**config.mk**
```make
export PLATFORM = sky130hd
export DESIGN_NAME = pipe_hazard_ctrl
export DESIGN_NICKNAME = d
export VERILOG_FILES = /design/src/rtl/cpu_pipe_pkg.sv /design/src/rtl/sat_counter.sv /design/src/rtl/pipe_hazard_ctrl.sv
export SDC_FILE = /design/constraint.sdc
export NUM_CORES = 1
export LEC_CHECK = 0
export ABC_AREA = 1
export CORE_ASPECT_RATIO = 2
export CORE_UTILIZATION = 42
export DETAILED_ROUTE_END_ITERATION = 16
export PLACE_DENSITY = 0.73
export SYNTH_ARGS = -nofsm -noshare
export SYNTH_HDL_FRONTEND = slang
export SYNTH_SLANG_ARGS = --single-unit
```
**constraint.sdc**
```tcl
create_clock -name CLK -period 1.65 [get_ports CLK]
set_input_delay 0.2475 -clock CLK [delete_from_list [all_inputs] [get_ports CLK]]
set_output_delay 0.2475 -clock CLK [all_outputs]
set_load 0.02 [all_outputs]
```
**src/rtl/cpu_pipe_pkg.sv**
```systemverilog
// Shared pipeline definitions: stall/flush FSM encoding and pipeline constants.
package cpu_pipe_pkg;

  localparam int          REG_AW_DEF = 3;
  localparam logic [15:0] NOP_INSN   = 16'h001F;

  typedef enum logic [1:0] {
    RUN    = 2'd0,
    FLUSH  = 2'd1,
    HALTED = 2'd2
  } state_t;

endpackage

```
**src/rtl/sat_counter.sv**
```systemverilog
// Event counter that sticks at all-ones instead of wrapping.
module sat_counter #(
  parameter int CNT_W = 16
) (
  input  logic             CLK,
  input  logic             RSTN,
  input  logic             inc,
  output logic [CNT_W-1:0] count
);

  always_ff @(posedge CLK or negedge RSTN) begin
    if (!RSTN)                    count <= '0;
    else if (inc && (~count != '0)) count <= count + 1'b1;
  end

endmodule

```
**src/rtl/pipe_hazard_ctrl.sv**
```systemverilog
// Stall/flush sequencer: load-use stalls, branch flushes, memory wait and halt.
module pipe_hazard_ctrl
  import cpu_pipe_pkg::*;
#(
  parameter int FLUSH_CYCLES = 1,
  parameter int REG_AW       = REG_AW_DEF,
  parameter int CNT_W        = 16
) (
  input  logic              CLK,
  input  logic              RSTN,
  input  logic [REG_AW-1:0] id_rs,
  input  logic [REG_AW-1:0] id_rt,
  input  logic              id_use_rs,
  input  logic              id_use_rt,
  input  logic [REG_AW-1:0] ex_rd,
  input  logic              ex_is_load,
  input  logic              branch_taken,
  input  logic              mem_busy,
  input  logic              halt_req,
  input  logic              resume,
  output logic              pc_load,
  output logic              ifid_load,
  output logic              ifid_nop,
  output logic              idex_load,
  output logic              idex_nop,
  output logic              exmem_load,
  output logic              halted,
  output logic [CNT_W-1:0]  stall_cnt,
  output logic [CNT_W-1:0]  flush_cnt
);

  localparam logic [2:0] FC = 3'(FLUSH_CYCLES);

  state_t     state, state_nxt;
  logic [2:0] fcnt, fcnt_nxt;
  logic       hazard_lu, stall_inc, flush_inc;
  logic       pc_ld_c, ifid_ld_c, ifid_nop_c, idex_ld_c, idex_nop_c, exmem_ld_c;

  assign hazard_lu = ex_is_load & ((id_use_rs & (id_rs == ex_rd)) |
                                   (id_use_rt & (id_rt == ex_rd)));

  always_ff @(posedge CLK or negedge RSTN) begin
    if (!RSTN) begin
      state <= RUN;
      fcnt  <= '0;
    end else begin
      state <= state_nxt;
      fcnt  <= fcnt_nxt;
    end
  end

  always_comb begin
    state_nxt  = state;
    fcnt_nxt   = fcnt;
    stall_inc  = 1'b0;
    flush_inc  = 1'b0;
    pc_ld_c    = 1'b0;
    ifid_ld_c  = 1'b0;
    ifid_nop_c = 1'b0;
    idex_ld_c  = 1'b0;
    idex_nop_c = 1'b0;
    exmem_ld_c = 1'b0;
    // A memory wait freezes everything, including the FSM and counters.
    if (!mem_busy) begin
      case (state)
        RUN: begin
          if (branch_taken) begin
            pc_ld_c    = 1'b1;
            ifid_nop_c = 1'b1;
            idex_nop_c = 1'b1;
            exmem_ld_c = 1'b1;
            flush_inc  = 1'b1;
            if (FLUSH_CYCLES > 0) begin
              state_nxt = FLUSH;
              fcnt_nxt  = FC;
            end
          end else if (halt_req) begin
            state_nxt = HALTED;
          end else if (hazard_lu) begin
            idex_nop_c = 1'b1;
            exmem_ld_c = 1'b1;
            stall_inc  = 1'b1;
          end else begin
            pc_ld_c    = 1'b1;
            ifid_ld_c  = 1'b1;
            idex_ld_c  = 1'b1;
            exmem_ld_c = 1'b1;
          end
        end
        FLUSH: begin
          pc_ld_c    = 1'b1;
          ifid_nop_c = 1'b1;
          idex_ld_c  = 1'b1;
          exmem_ld_c = 1'b1;
          fcnt_nxt   = fcnt - 1'b1;
          if (fcnt <= 3'd1) state_nxt = RUN;
        end
        HALTED: begin
          if (resume) state_nxt = RUN;
        end
        default: state_nxt = RUN;
      endcase
    end
  end

  // Controls are forced low while reset is held so the pipeline stays quiet.
  assign pc_load    = RSTN & pc_ld_c;
  assign ifid_load  = RSTN & ifid_ld_c;
  assign ifid_nop   = RSTN & ifid_nop_c;
  assign idex_load  = RSTN & idex_ld_c;
  assign idex_nop   = RSTN & idex_nop_c;
  assign exmem_load = RSTN & exmem_ld_c;
  assign halted     = RSTN & (state == HALTED);

  sat_counter #(.CNT_W(CNT_W)) u_stall_cnt (
    .CLK  (CLK),
    .RSTN (RSTN),
    .inc  (stall_inc),
    .count(stall_cnt)
  );

  sat_counter #(.CNT_W(CNT_W)) u_flush_cnt (
    .CLK  (CLK),
    .RSTN (RSTN),
    .inc  (flush_inc),
    .count(flush_cnt)
  );

endmodule

```
==> results of run 1 <==
==> final cells by class <==
type | count | share of cell area
clock inverter | 2 | 0.009428
clock buffer | 6 | 0.01953
sequential | 37 | 0.2505
inverter | 49 | 0.05152
timing repair buffer | 114 | 0.2808
multi-input combinational | 226 | 0.3687
tap | 58 | 0.01953
==> synthesized netlist by cell type <==
cell type,n,share of area
a21boi_0,1,0.0033
a21oi_1,4,0.0087
a21oi_4,1,0.0071
a31oi_1,1,0.0027
buf_6,3,0.015
dfrtp_1,37,0.40
ha_1,4,0.022
inv_1,47,0.077
inv_2,1,0.0016
inv_4,1,0.0027
nand2_1,98,0.16
nand3_1,16,0.035
nand3_2,1,0.0043
nand3b_1,8,0.026
nand4_1,6,0.016
nand4_4,1,0.0092
nor2_1,34,0.055
nor2_2,3,0.0082
nor2_4,2,0.0098
nor3_1,10,0.022
nor3_2,3,0.013
nor4_1,2,0.0054
nor4_2,1,0.0054
o21ai_0,7,0.015
o21ai_1,7,0.015
o22ai_1,1,0.0027
or2_2,1,0.0027
xnor2_1,3,0.011
xor2_1,11,0.042
==> state kept, by name, summed over array words and instances, names as in the netlist <==
signal / flops
state: 2
u_flush_cnt.count: 16
u_stall_cnt.count: 16
fcnt: 3
==> layer usage <==
metal | global-route usage | wire [um]
met2 | 0.4530 | 3895
met4 | 0.1374 | 273
met5 | 0 | 0
met3 | 0.02979 | 239
met1 | 0.2192 | 2312
==> cell families (layout without fill, tap and decap cells) <==
group / after synthesis / count (layout)
AOI/OAI and AO/OA: 22 / 22
xor gates and xnor gates: 14 / 14
adders and majority gates: 4 / 4
buffers and inverters: 52 / 171
DFF: 37 / 37
and+or+nand+nor: 186 / 186
==> what timing repair did <==
action / in CTS / in global routing
endpoints found under the setup margin: 15 / 41
gates resized for setup: 84 / 71
pin swaps: 19 / 31
setup buffers: 9 / 5
gates cloned: 1 / 0
==> per-stage QoR <==
step                hold WS [ns]  worst slack (ns)  instance area, um2  utilization
floorplan               -0.04809         0.0006462                2325            -
global placement          0.4114           -0.8451                3269       0.6306
detailed placement        0.4227           -0.8607                3269       0.6306
CTS                      0.09944          -0.08479                3508       0.6766
global route              0.1201          -0.09770                3716       0.7167
finish                   0.08313          -0.04614                3716       0.7167
==> worst paths after layout <==
kind | startpoint | to | depth (start not counted)
min in group CLK | u_flush_cnt.count[15]$_DFFE_PN0P_ | u_flush_cnt.count[15]$_DFFE_PN0P_ | 2
setup / recovery | state[0]$_DFFE_PN0P_ | ifid_load | 5
hold reg to reg | u_flush_cnt.count[15]$_DFFE_PN0P_ | u_flush_cnt.count[15]$_DFFE_PN0P_ | 2
max in group asynchronous | RSTN | fcnt[0]$_DFFE_PN0P_ | 2
setup reg to reg | u_stall_cnt.count[0]$_DFFE_PN0P_ | u_stall_cnt.count[4]$_DFFE_PN0P_ | 8
hold / removal | RSTN | u_flush_cnt.count[1]$_DFFE_PN0P_ | 2
==> critical path: stages, from the launching register on <==
cell	delay, ns
dfrtp_1	0.41
nor2_4	0.13
nand3_2	0.09
or2_4	0.25
nor3_2	0.12
buf_4	0.16
==> power by group <==
part	internal [mW]	total (mW)	switching, mW
clock network	0.449	0.790	0.341
logic	0.764	1.64	0.880
registers	1.08	1.22	0.143
total	2.29	3.66	1.36
==> results.py, run 1 <==
metrics = {
    "outcome": {
        "status": "finished with violations",
        "failed_checks": "setup timing",
    },
    "synthesis": {
        "synth_simple_gate_area_share": 0.3723,
        "synth_top_family_by_area": "simple AND/OR/NAND/NOR gates",
        "synth_cell_type_count": 29,
        "synth-compound-area-share": 0.05489,
        "synthCells": 315,
        "synth_seq_cells": 37,
        "avgSynthCellArea_um2": 7.309,
        "synth_nets": 337,
        "netlist_area_um2": 2302,
        "yosys_warnings": 0,
        "synth_xor_xnor_area_share": 0.05326,
        "synthAdderAreaFrac": 0.02174,
        "ys_seq_area_frac": 0.4022,
        "synth.area.mux_share": 0,
    },
    "floorplan": {
        "die-width_um": 54.35,
        "die_y_um": 106.7,
        "core_area_um2": 5185,
        "initial_core_util": 0.4440,
        "die_area_um2": 5799,
        "ioPinCount": 57,
        "rows": 37,
    },
    "routing": {
        "viasPerCell": 5.028,
        "drt_iter0_markers": 48,
        "wire_per_inst_um": 13.66,
        "dr.pass1.iters": 4,
        "num_vias": 2474,
        "drtAntennaViolNets": 0,
        "remaining_drc_errors": 0,
        "wirelength_mm": 6.720,
    },
    "job": {
        "drv_cap": 0,
    },
    "critical_path": {
        "crit_fanout": 2,
        "crit_type": "flip-flop to output port",
        "cp.arrival_ns": 1.45,
        "worstSetupEndpointType": "output port",
        "required_ns": 1.40,
        "r2r_setup_slack_ns": 0.03,
        "timing.critical_path.from_type": "flip-flop",
    },
    "final_layout": {
        "areaGrowthSynthToFinish_pct": 61.41,
        "antenna_cells": 0,
        "fin_nets": 455,
        "fillCellCount": 425,
        "drive_gt1_frac": 0.3249,
        "final_cell_mix": "nand2_1 (89), buf_4 (54), inv_1 (41)",
        "multiInputGateArea_um2": 1370,
        "final_common_cell": "nand2_1",
        "final_cells": 492,
        "regArea_um2": 930.9,
    },
    "pwr": {
        "p_leak_nw": 1.953,
        "ir_drop_v": 0.001079,
        "p_total_mw": 3.656,
        "powerDensity_nw_per_um2": 983.8,
    },
    "cts": {
        "clk_pin_slew_ns": 0.09,
        "cts_tree": "done",
        "cts_buffers": 5,
        "ctsHoldBuffers": 0,
        "cts_sinks": 37,
        "clock-root-buffer": "clkbuf_8",
        "clk_latency_ns": 0.29,
        "clk_path_buf_depth": 2,
        "htree_num_levels": 2,
    },
    "timing": {
        "fin_crit_sh": 1.028,
        "report.final.slew_viol_count": 0,
        "worst_slack_ns": -0.04614,
        "slew_headroom": 0.6737,
        "min_period_ns": 1.696,
        "tns_ns": -0.09135,
        "hold_viol_final": 0,
        "worst-slew-pin-transition_ns": 0.4894,
        "rsz0062_at_grt": "true",
        "clock_skew_ns": 0.01761,
        "fmax_mhz": 589.6,
        "finalSetupViolCount": 3,
    },
    "global_route": {
        "grt_pass1_vias": 2515,
        "gr-total-overflow": 0,
        "antenna_found_initial": 0,
        "grt_max_degree": 38,
        "gr-usage-all-layers": 0.2388,
        "grt_pass1_wl_mm": 10.18,
    },
    "place": {
        "hpwl_mm": 4.667,
        "port_buffers": 56,
        "placedCellCount": 471,
        "place.gp.congestion": 0.8308,
    },
    "hold_path": {
        "hold_class": "input port to asynchronous set/reset pin",
    },
}
Note: power is estimated with default switching activity, not from simulation.
==> run 2, diff against run 1 <==
--- a/config.mk
+++ b/config.mk
@@ -7,9 +7,11 @@
 export LEC_CHECK = 0
 export ABC_AREA = 1
 export CORE_ASPECT_RATIO = 2
-export CORE_UTILIZATION = 42
+export CORE_UTILIZATION = 45
+export CTS_CLUSTER_SIZE = 40
 export DETAILED_ROUTE_END_ITERATION = 16
-export PLACE_DENSITY = 0.73
+export GPL_TIMING_DRIVEN = 0
+export PLACE_DENSITY = 0.77
 export SYNTH_ARGS = -nofsm -noshare
 export SYNTH_HDL_FRONTEND = slang
 export SYNTH_SLANG_ARGS = --single-unit
==> results.py, run 2 (synthesis results as in run 1) <==
metrics = {
    "final_layout": {
        "fillCellCount": 393,
        "areaGrowthSynthToFinish_pct": 49.08,
        "fin_util": 0.6990,
        "final_cells": 462,
        "drive_gt1_frac": 0.2074,
        "final_cell_mix": "nand2_1 (93), inv_1 (46), nor2_1 (32)",
        "fin_nets": 426,
        "final_common_cell": "nand2_1",
        "final_area_um2": 3432,
        "antenna_cells": 0,
        "reg.largest.list": "u_flush_cnt.count: 16 flops, u_stall_cnt.count: 16 flops, fcnt: 3 flops",
    },
    "place": {
        "place.gp.congestion": 0.8594,
        "port_buffers": 56,
        "hpwl_mm": 4.335,
        "place_area_um2": 2952,
        "dpl_worst_slack_ns": -0.9576,
        "placedCellCount": 428,
    },
    "pwr": {
        "p_total_mw": 3.411,
        "p_comb_frac": 0.426,
        "ir_drop_v": 0.0009035,
        "powerDensity_nw_per_um2": 994.0,
        "p_int_mw": 2.069,
        "netSwitchingPower_mw": 1.342,
        "p_leak_nw": 1.791,
        "clkPwrFrac": 0.197,
        "power.share.sequential": 0.377,
        "p_sw_frac": 0.3935,
    },
    "critical_path": {
        "required_ns": 1.40,
        "worstRegToRegCells": 9,
        "worstSetupEndpointType": "output port",
        "crit_type": "flip-flop to output port",
        "r2r_setup_slack_ns": -0.06,
        "critical_path.endpoint": "idex_load",
        "crit_fanout": 4,
        "r2r-end": "u_flush_cnt.count[7]$_DFFE_PN0P_",
        "timing.critical_path.from_type": "flip-flop",
        "cp-startpoint": "state[0]$_DFFE_PN0P_",
        "rr_startpoint": "u_flush_cnt.count[0]$_DFFE_PN0P_",
        "cp.arrival_ns": 1.47,
    },
    "routing": {
        "wirelength_mm": 6.375,
        "viasPerCell": 5.249,
        "drt_iter0_markers": 62,
        "wire_per_inst_um": 13.80,
        "dr.pass1.iters": 4,
        "drtAntennaViolNets": 0,
        "num_vias": 2425,
        "remaining_drc_errors": 0,
    },
    "global_route": {
        "grt_pass1_wl_mm": 9.308,
        "gr-total-overflow": 0,
        "gr-usage-all-layers": 0.2316,
        "antenna_found_initial": 0,
        "grt_max_degree": 38,
        "grt_pass1_vias": 2276,
    },
    "floorplan": {
        "ioPinCount": 57,
        "initial_core_util": 0.4689,
        "die_area_um2": 5423,
        "core_area_um2": 4910,
        "die_y_um": 103.2,
        "die-width_um": 52.58,
        "rows": 36,
    },
    "hold_path": {
        "worstHoldStart": "branch_taken",
        "hold_class": "input port to flip-flop",
    },
    "timing": {
        "report.final.slew_viol_count": 0,
        "min_period_ns": 1.714,
        "rsz0062_at_grt": "true",
        "finalSetupViolCount": 3,
        "clock_skew_ns": 0.01227,
        "tns_ns": -0.1813,
        "holdWs_ns": 0.3063,
        "slew_headroom": 0.7508,
        "hold_viol_final": 0,
        "worst-slew-pin-transition_ns": 0.3705,
        "worst_slack_ns": -0.06392,
        "fin_crit_sh": 1.039,
        "fmax_mhz": 583.5,
    },
    "outcome": {
        "failed_checks": "setup timing",
        "status": "finished with violations",
    },
    "cts": {
        "clk_latency_ns": 0.29,
        "clock-root-buffer": "clkbuf_8",
        "clk_path_buf_depth": 2,
        "clk_pin_slew_ns": 0.08,
        "cts_buffers": 5,
        "cts_sinks": 37,
        "htree_num_levels": 2,
        "cts_tree": "done",
    },
    "job": {
        "drv_cap": 0,
    },
}
## run 2: cell count changes in the layout (fill, tap and decap cells not counted), sizes merged
cell           before  now
clkdlybuf4s15       1    2
dlymetal6s2s       12   11
clkbuf             11    8
bufinv              1    0
dlygate4sd2         5   13
clkinv              1    0
buf                70   33
clkdlybuf4s50      21   23
a21oi               5    6
dlygate4sd3         0    1
clkinvlp            0    1
## run 2: worst max-delay path, stage by stage (launching register included)
cell and delay (ns):
dfrtp_2 0.45, nor2_4 0.15, nand3_4 0.08, or2_4 0.24, a21oi_2 0.12, buf_4 0.15
## run 2: power by group through the flow
stage | Sequential, mW | Clock, mW | Combinational (mW)
detailed placement | 1.30 | 0 | 1.16
CTS | 1.27 | 0.683 | 1.30
global placement | 1.30 | 0 | 1.13
finish | 1.29 | 0.673 | 1.45
global route | 1.31 | 0.720 | 1.58
floorplan | 1.39 | 0 | 0.564
## run 2: worst min-delay path by stage
| stage | end | slack, ns | depth (start not counted) |
|---|---|---|---|
| 2_1_floorplan | fcnt[0]$_DFFE_PN0P_ | -0.05 | 0 |
| 3_3_place_gp | u_stall_cnt.count[15]$_DFFE_PN0P_ | 0.50 | 2 |
| 3_5_place_dp | u_flush_cnt.count[7]$_DFFE_PN0P_ | 0.41 | 1 |
| 4_1_cts | u_flush_cnt.count[7]$_DFFE_PN0P_ | 0.49 | 3 |
| 5_1_grt | fcnt[2]$_DFFE_PN0P_ | 0.31 | 2 |
| 6_report | fcnt[2]$_DFFE_PN0P_ | 0.31 | 2 |
## run 2: cell type report
cell class | count | area (um2) | area share
inverters | 49 | 188.9 | 0.05505
multi-input cells | 227 | 1323 | 0.3853
well taps | 57 | 71.32 | 0.02078
flip-flops and latches | 37 | 933.4 | 0.2720
plain buffers | 3 | 37.54 | 0.01094
repair buffers | 81 | 784.5 | 0.2286
clock inverters | 1 | 7.507 | 0.002187
clock buffers | 7 | 86.33 | 0.02515
## run 2: what timing repair did
item	in CTS	in global routing
setup endpoints to repair	39	38
setup buffers	8	12
gates cloned	1	3
hold buffers	2	0
hold endpoints to repair	37	0
pin swaps	17	12
gates resized for setup	62	41
## run 2: metal layers
layer | up-vias | global-route usage | wire length [um]
met5 | - | 0 | 0
li1 | 1171 | - | -
met2 | 82 | 0.4528 | 3615
met1 | 1156 | 0.2116 | 2345
met3 | 16 | 0.03835 | 250
met4 | 0 | 0.1255 | 165
